--- config.mk ---
export PLATFORM = sky130hd
export DESIGN_NAME = pc_seq_itr
export DESIGN_NICKNAME = d
export VERILOG_FILES = /design/src/rtl/sapho_seq_pkg.sv /design/src/rtl/ret_stack.sv /design/src/rtl/pc_seq_itr.sv
export SDC_FILE = /design/constraint.sdc
export NUM_CORES = 1
export LEC_CHECK = 0
export BUFFER_PORTS_ARGS = -buffer_cell sky130_fd_sc_hd__buf_2
export CORE_ASPECT_RATIO = 1.75
export CORE_MARGIN = 3
export CORE_UTILIZATION = 50
export CTS_BUF_LIST = sky130_fd_sc_hd__clkbuf_2
export CTS_CLUSTER_SIZE = 10
export DETAILED_ROUTE_END_ITERATION = 12
export PLACE_DENSITY_LB_ADDON = 0.05
export SYNTH_ARGS = -nofsm -noshare
export SYNTH_HDL_FRONTEND = slang
export SYNTH_SLANG_ARGS = --single-unit
--- constraint.sdc ---
create_clock -name clk -period 3.4 [get_ports clk]
set_input_delay 0.51 -clock clk [delete_from_list [all_inputs] [get_ports clk]]
set_output_delay 0.51 -clock clk [all_outputs]
set_load 0.01 [all_outputs]
--- src/rtl/sapho_seq_pkg.sv ---
// -----------------------------------------------------------------------------
// sapho_seq_pkg
// Shared definitions for the float-processor program sequencer:
//   - seq_act_e   : the single control action chosen each cycle
//   - prio_enc    : lowest-index-wins priority encoder (up to MAX_NITR sources)
//   - vec_addr    : interrupt vector address for a source index
//   - lvl_width   : width of a stack level counter for a given depth
// -----------------------------------------------------------------------------
package sapho_seq_pkg;

    localparam int unsigned MAX_NITR = 16;
    localparam int unsigned IDX_W    = 4;   // enough to index MAX_NITR sources

    typedef enum logic [2:0] {
        ACT_HOLD,
        ACT_RET,
        ACT_CAL,
        ACT_JMP,
        ACT_ITR,
        ACT_INC
    } seq_act_e;

    // Occupied-entry counter must reach SDEPTH itself, hence the extra bit.
    function automatic int unsigned lvl_width(input int unsigned depth);
        return $clog2(depth) + 1;
    endfunction

    // Index 0 is the highest priority; scanning downwards leaves the lowest
    // set index as the final assignment.
    function automatic logic [IDX_W-1:0] prio_enc(input logic [MAX_NITR-1:0] v);
        logic [IDX_W-1:0] k;
        k = '0;
        for (int i = MAX_NITR - 1; i >= 0; i--) begin
            if (v[i]) k = IDX_W'(i);
        end
        return k;
    endfunction

    // Full 32-bit result; the caller truncates to the instruction address width.
    function automatic logic [31:0] vec_addr(input logic [IDX_W-1:0] k,
                                             input int unsigned     base,
                                             input int unsigned     stride);
        return 32'(base + 32'(k) * stride);
    endfunction

endpackage

--- src/rtl/ret_stack.sv ---
// -----------------------------------------------------------------------------
// ret_stack
// Parametrised LIFO holding return addresses. The level counter doubles as
// the write pointer; the top entry is read combinationally.
// A push while full or a pop while empty leaves the stack unchanged; the
// caller is responsible for flagging those events.
// Ports:
//   clk        in   clock, rising edge
//   rst        in   asynchronous active-low reset (level only; data not reset)
//   push       in   write push_data on top
//   pop        in   discard the top entry
//   push_data  in   DW-bit entry to push
//   top_data   out  DW-bit current top entry (undefined when empty)
//   lvl        out  occupied entries, 0..SDEPTH
//   full       out  lvl == SDEPTH
//   empty      out  lvl == 0
// -----------------------------------------------------------------------------
module ret_stack import sapho_seq_pkg::*; #(
    parameter int unsigned DW     = 9,
    parameter int unsigned SDEPTH = 8
) (
    input  logic                           clk,
    input  logic                           rst,
    input  logic                           push,
    input  logic                           pop,
    input  logic [DW-1:0]                  push_data,
    output logic [DW-1:0]                  top_data,
    output logic [lvl_width(SDEPTH)-1:0]   lvl,
    output logic                           full,
    output logic                           empty
);

    localparam int unsigned AW = $clog2(SDEPTH);
    localparam int unsigned LW = lvl_width(SDEPTH);

    logic [DW-1:0] mem_q [SDEPTH];
    logic [LW-1:0] lvl_q, lvl_d;
    logic [AW-1:0] wr_idx, rd_idx;

    assign full   = (lvl_q == LW'(SDEPTH));
    assign empty  = (lvl_q == '0);
    // Write slot is the level itself; wraps to 0 only when full, when no
    // write happens anyway.
    assign wr_idx = lvl_q[AW-1:0];
    assign rd_idx = wr_idx - AW'(1);

    assign top_data = mem_q[rd_idx];
    assign lvl      = lvl_q;

    always_comb begin
        lvl_d = lvl_q;
        if (push && !full) begin
            lvl_d = lvl_q + LW'(1);
        end else if (pop && !empty) begin
            lvl_d = lvl_q - LW'(1);
        end
    end

    always_ff @(posedge clk or negedge rst) begin
        if (!rst) begin
            lvl_q <= '0;
        end else begin
            lvl_q <= lvl_d;
        end
    end

    always_ff @(posedge clk) begin
        if (push && !full) begin
            mem_q[wr_idx] <= push_data;
        end
    end

endmodule

--- src/rtl/pc_seq_itr.sv ---
// -----------------------------------------------------------------------------
// pc_seq_itr
// Program sequencer: PC, subroutine return stack and vectored, prioritised
// interrupt entry for the float processor family.
// Ports:
//   clk         in   clock, rising edge
//   rst         in   asynchronous active-low reset
//   hold        in   stall: PC, stack, flags frozen; requests ignored
//   jmp         in   load PC with tgt_addr
//   cal         in   push instr_addr+1, load PC with tgt_addr
//   ret         in   pop stack into PC
//   reti        in   pop stack into PC, clear in_isr
//   tgt_addr    in   MINSTW-bit jump/call target
//   itr_req     in   NITR interrupt request levels (rising edge latched)
//   itr_en      in   global interrupt enable
//   clr_err     in   clear stk_ovf/stk_unf
//   instr_addr  out  registered PC, address issued this cycle
//   flush       out  instruction at instr_addr is discarded (interrupt entry)
//   itr_ack     out  one-hot source being entered this cycle
//   in_isr      out  inside a service routine
//   stk_lvl     out  occupied stack entries
//   stk_ovf     out  sticky: push while full
//   stk_unf     out  sticky: pop while empty
// -----------------------------------------------------------------------------
module pc_seq_itr import sapho_seq_pkg::*; #(
    parameter int unsigned MINSTW  = 9,
    parameter int unsigned SDEPTH  = 8,
    parameter int unsigned NITR    = 4,
    parameter int unsigned ITRBASE = 1,
    parameter int unsigned ITRSTR  = 2,
    parameter int unsigned RSTADD  = 0
) (
    input  logic                          clk,
    input  logic                          rst,
    input  logic                          hold,
    input  logic                          jmp,
    input  logic                          cal,
    input  logic                          ret,
    input  logic                          reti,
    input  logic [MINSTW-1:0]             tgt_addr,
    input  logic [NITR-1:0]               itr_req,
    input  logic                          itr_en,
    input  logic                          clr_err,
    output logic [MINSTW-1:0]             instr_addr,
    output logic                          flush,
    output logic [NITR-1:0]               itr_ack,
    output logic                          in_isr,
    output logic [lvl_width(SDEPTH)-1:0]  stk_lvl,
    output logic                          stk_ovf,
    output logic                          stk_unf
);

    // Registers
    logic [MINSTW-1:0] pc_q,     pc_d;
    logic [NITR-1:0]   req_q;
    logic [NITR-1:0]   pend_q,   pend_d;
    logic              in_isr_q, in_isr_d;
    logic              ovf_q,    ovf_d;
    logic              unf_q,    unf_d;

    // Stack interface
    logic              stk_push, stk_pop;
    logic [MINSTW-1:0] stk_wdata, stk_top;
    logic              stk_full, stk_empty;

    // Decision signals
    seq_act_e          act;
    logic [MAX_NITR-1:0] pend16;
    logic [IDX_W-1:0]  itr_idx;
    logic [NITR-1:0]   ack_c;
    logic [MINSTW-1:0] pc_inc, pc_vec;

    ret_stack #(
        .DW     (MINSTW),
        .SDEPTH (SDEPTH)
    ) u_stack (
        .clk       (clk),
        .rst       (rst),
        .push      (stk_push),
        .pop       (stk_pop),
        .push_data (stk_wdata),
        .top_data  (stk_top),
        .lvl       (stk_lvl),
        .full      (stk_full),
        .empty     (stk_empty)
    );

    always_comb begin
        pend16           = '0;
        pend16[NITR-1:0] = pend_q;
    end

    assign itr_idx = prio_enc(pend16);
    assign pc_inc  = pc_q + MINSTW'(1);   // wraps naturally at 2^MINSTW
    assign pc_vec  = MINSTW'(vec_addr(itr_idx, ITRBASE, ITRSTR));

    // Action select: returns beat calls beat jumps beat interrupt entry.
    // Any control transfer in the same cycle defers interrupt entry.
    always_comb begin
        if (hold) begin
            act = ACT_HOLD;
        end else if (ret || reti) begin
            act = ACT_RET;
        end else if (cal) begin
            act = ACT_CAL;
        end else if (jmp) begin
            act = ACT_JMP;
        end else if (itr_en && !in_isr_q && (|pend_q)) begin
            act = ACT_ITR;
        end else begin
            act = ACT_INC;
        end
    end

    always_comb begin
        pc_d      = pc_inc;
        in_isr_d  = in_isr_q;
        stk_push  = 1'b0;
        stk_pop   = 1'b0;
        stk_wdata = pc_inc;
        flush     = 1'b0;
        ack_c     = '0;

        case (act)
            ACT_HOLD: begin
                pc_d = pc_q;
            end
            ACT_RET: begin
                stk_pop = 1'b1;
                // Underflow falls through to a plain increment.
                pc_d    = stk_empty ? pc_inc : stk_top;
                if (reti) in_isr_d = 1'b0;
            end
            ACT_CAL: begin
                stk_push  = 1'b1;
                stk_wdata = pc_inc;
                pc_d      = tgt_addr;
            end
            ACT_JMP: begin
                pc_d = tgt_addr;
            end
            ACT_ITR: begin
                // The instruction at pc_q is flushed, so it is the one to
                // resume at after reti.
                stk_push  = 1'b1;
                stk_wdata = pc_q;
                pc_d      = pc_vec;
                in_isr_d  = 1'b1;
                flush     = 1'b1;
                for (int i = 0; i < int'(NITR); i++) begin
                    ack_c[i] = (itr_idx == IDX_W'(i));
                end
            end
            default: begin
                pc_d = pc_inc;
            end
        endcase
    end

    // Sticky error flags: a same-cycle error event overrides clr_err.
    always_comb begin
        ovf_d = ovf_q;
        unf_d = unf_q;
        if (!hold && clr_err) begin
            ovf_d = 1'b0;
            unf_d = 1'b0;
        end
        if (stk_push && stk_full)  ovf_d = 1'b1;
        if (stk_pop  && stk_empty) unf_d = 1'b1;
    end

    // Edge capture runs even during hold; ack_c is zero while held.
    assign pend_d = (pend_q & ~ack_c) | (itr_req & ~req_q);

    always_ff @(posedge clk or negedge rst) begin
        if (!rst) begin
            pc_q     <= MINSTW'(RSTADD);
            req_q    <= '0;
            pend_q   <= '0;
            in_isr_q <= 1'b0;
            ovf_q    <= 1'b0;
            unf_q    <= 1'b0;
        end else begin
            pc_q     <= pc_d;
            req_q    <= itr_req;
            pend_q   <= pend_d;
            in_isr_q <= in_isr_d;
            ovf_q    <= ovf_d;
            unf_q    <= unf_d;
        end
    end

    assign instr_addr = pc_q;
    assign itr_ack    = ack_c;
    assign in_isr     = in_isr_q;
    assign stk_ovf    = ovf_q;
    assign stk_unf    = unf_q;

endmodule

==> results_tabular.tex <==
\begin{tabular}{lr}
\hline
Metric & Value \\
\hline
\multicolumn{2}{l}{\textbf{Final layout}} \\
Most common library cell in the layout ignoring fill and taps & sky130\_fd\_sc\_hd\_\_edfxtp\_1 \\
Synthesis-to-layout area growth & 13.3\% \\
Fraction of final layout cells with drive strength greater than 1 & 25.9\% \\
Number of diodes & 0 \\
Post-route core utilization & 58.8\% \\
Number of nets in the finished design & 396 \\
Most frequent cells in the layout & sky130\_fd\_sc\_hd\_\_edfxtp\_1, sky130\_fd\_sc\_hd\_\_buf\_2, sky130\_fd\_sc\_hd\_\_nand2\_1, sky130\_fd\_sc\_hd\_\_dfrtp\_1, sky130\_fd\_sc\_hd\_\_mux2i\_1 \\
Final standard cell area without fillers & 4920 sq um \\
\multicolumn{2}{l}{\textbf{Power and ir drop}} \\
Largest voltage drop on the vdd net & 0.488 mV \\
Power per unit of standard cell area & 823 nW/um\^{}2 \\
Standby leakage power & 0.00189 uW \\
\multicolumn{2}{l}{\textbf{Floorplanning}} \\
Die extent in y & 129 um \\
Die footprint & 9880 sq um \\
Number of top-level pins & 43 \\
Number of rows created at floorplan & 44 \\
Core Region & 8370 sq um \\
Starting density of the core & 51.9\% \\
Chip Width & 76.4 um \\
\multicolumn{2}{l}{\textbf{Critical path}} \\
Startpoint types & flop \\
Worst Path Buf+Inv & 2 \\
Slowest cell on the critical path & sky130\_fd\_sc\_hd\_\_dfrtp\_1 \\
Required time at the worst-slack endpoint & 2890 ps \\
Slowest Stage Delay on Critical Path & 460 ps \\
Critical Path End Type & primary output \\
Critical path data arrival time & 2450 ps \\
Critical Setup Path Class & flop to primary output \\
Kind of cell adding the most delay to the critical path & simple AND/OR/NAND/NOR gates \\
Critical path cell sequence & or3b\_1 -> nor2\_2 -> nand3\_4 -> inv\_6 -> nand2\_1 -> nor2\_1 -> buf\_2 \\
Critical path fanouts, max & 10 \\
\multicolumn{2}{l}{\textbf{STA}} \\
Setup violators final & 0 \\
Period Utilization, post-route & 87.2\% \\
RSZ-0062 raised after global routing & false \\
Fmax & 337 MHz \\
Final critical path time including I/O delays and setup & 2960 ps \\
Pins Over Slew Limit & 0 \\
Setup skew after layout & 33.4 ps \\
TNS Setup & 0 ps \\
Relative slew margins & 42.9\% \\
Final Hold Viols & 0 \\
Worst-Margin Slew & 853 ps \\
\multicolumn{2}{l}{\textbf{Yosys}} \\
Asr flop ratio synth & 25.0\% \\
Count of flip-flops with a built-in enable after synthesis & 72 \\
Synth Net Count & 338 \\
Top FF cell, synth & sky130\_fd\_sc\_hd\_\_edfxtp\_1 \\
Mean Syn Cell Area & 14.0 sq um \\
Post-synthesis cell type count & 51 \\
Mapped Area & 4340 sq um \\
Syn Inst Count & 311 \\
Ys Warns & 0 \\
Portion of the post-synthesis area used by sequential elements & 63.6\% \\
Synthesized flop and latch total & 96 \\
\multicolumn{2}{l}{\textbf{Detailed routing}} \\
Total wire length after detailed routing & 9490 um \\
Residual antenna-violating net count after detailed routing & 0 \\
Via count & 2708 \\
Remaining DRCs & 0 \\
Number of violations reported at the end of detailed-routing iteration 0 & 118 \\
Routed length per placed instance & 19.4 um \\
DR vias/cell & 5.54 \\
Detailed-routing iteration count for the pre-antenna-repair pass & 4 \\
\multicolumn{2}{l}{\textbf{GRT}} \\
Vias in the first global route & 2924 \\
Initial antenna violation count & 0 \\
First-pass GRT wire length & 15500 um \\
GRT overflow & 0 \\
Pin count of the biggest net entering global routing & 27 \\
Total global-route track usage & 20.8\% \\
\multicolumn{2}{l}{\textbf{Place}} \\
Port buffer count & 42 \\
Post-Place Cell Area & 4730 sq um \\
Placer Congestion & 0.847 \\
Detailed Place HPWL & 6990 um \\
\multicolumn{2}{l}{\textbf{CTS}} \\
Post-cts repair resize count & 0 \\
CTS tree & yes \\
Skew-Pair Late Insertion Delay & 540 ps \\
H-tree levels & 3 \\
Number of buffers created by CTS & 9 \\
Clock Pin Slew Worst Setup and Hold Paths & 260 ps \\
Setup repair bufs after CTS & 0 \\
Hold buffer count at cts & 3 \\
Clock sink total & 96 \\
Library cell used as clock root buffer & sky130\_fd\_sc\_hd\_\_clkbuf\_2 \\
CTS Buffer Depth & 2 \\
\multicolumn{2}{l}{\textbf{Status}} \\
Run status & completed \\
\multicolumn{2}{l}{\textbf{Job}} \\
Count of maximum capacitance violations & 0 \\
\multicolumn{2}{l}{\textbf{Worst hold path}} \\
Worst hold path class & input pin to flop \\
\hline
\end{tabular}
worst register-to-register path, delay by kind of cell, from the launching register on:
kind            cells  cell delay (ps)
mux                 1              230
xor+xnor            1              150
flops               1              530
compound gates      3              740
fa+ha+maj           1              320
simple gates        2              540
final timing paths:
path / slack (ps) / start / end / cells after the start
worst max register to register: 840 / pend_q[0]$_DFF_PN0_ / u_stack.lvl[3]$_DFFE_PN0P_ / 8
max in group asynchronous: 2580 / rst / instr_addr[6]$_DFFE_PN0P_ / 2
min in group asynchronous: 430 / rst / stk_ovf$_DFFE_PN0P_ / 2
worst min register to register: 450 / req_q[0]$_DFF_PN0_ / pend_q[0]$_DFF_PN0_ / 1
worst max-delay path: 440 / in_isr$_DFFE_PN0P_ / itr_ack[3] / 7
worst min-delay path: 210 / tgt_addr[4] / instr_addr[4]$_DFFE_PN0P_ / 3
synthesized netlist by cell type (8+ instances only):
| cell type | count | area [sq um] |
|---|---|---|
| sky130_fd_sc_hd__a21oi_1 | 13 | 65.1 |
| sky130_fd_sc_hd__nand3_1 | 14 | 70.1 |
| sky130_fd_sc_hd__nor2_1 | 15 | 56.3 |
| sky130_fd_sc_hd__dfrtp_1 | 24 | 601 |
| sky130_fd_sc_hd__edfxtp_1 | 72 | 2160 |
| sky130_fd_sc_hd__buf_2 | 8 | 40.0 |
| sky130_fd_sc_hd__mux2i_1 | 16 | 160 |
| sky130_fd_sc_hd__o21ai_0 | 11 | 55.1 |
| sky130_fd_sc_hd__mux4_2 | 12 | 270 |
| sky130_fd_sc_hd__xnor2_1 | 10 | 87.6 |
| sky130_fd_sc_hd__inv_1 | 15 | 56.3 |
| sky130_fd_sc_hd__nand2_1 | 31 | 116 |
sequential cells by signal (all words and copies together) (netlist names):
register and count:
in_isr 1, instr_addr 9, pend_q 4, req_q 4, stk_ovf 1, stk_unf 1, u_stack.lvl 4, u_stack.mem_q 72
per-layer routing:
metal  up-vias  GRT usage, %  part of all wire, %
li1       1292             -                    -
met1      1343          24.1                   41
met2        60          37.8                   54
met3        13          4.59                  2.9
met4         0          7.58                  1.8
met5         -             0                    0
cell type report:
type	count	area, sq um
Inverter	17	68.8
Multi-Input combinational cell	186	1460
Fill cell	729	3450
Clock buffer	9	45.0
Sequential cell	96	2760
Clock inverter	7	91.3
Timing Repair Buffer	59	350
Tap cell	115	144
power by group:
group	total [uW]	switching, uW	internal (uW)
Sequential	1720	150	1570
Clock	625	378	247
Combinational	1710	975	730
Total	4050	1500	2550
per-stage QoR:
stage                     total power (uW)  worst slack [ps]  instances  hold WS, ps
after CTS                             4090               383        487         1.97
final                                 4050               436        489          208
after global routing                  4320               253        489          160
after global placement                3440               716        468          411
after floorplan                       2910               282        311          214
after detailed placement              3460               706        468          431
cells by family after synthesis:
kind of cell | Yosys count | share of synthesized area (%)
AND/OR/NAND/NOR | 88 | 10.7
buffers and inverters | 29 | 2.94
AO/OA/AOI/OAI | 49 | 7.78
flip-flops | 96 | 63.6
adder cells (fa/ha/maj) | 5 | 1.61
XOR/XNOR | 13 | 2.62
multiplexers | 31 | 10.7
Note: power is estimated with default switching activity, not from simulation.
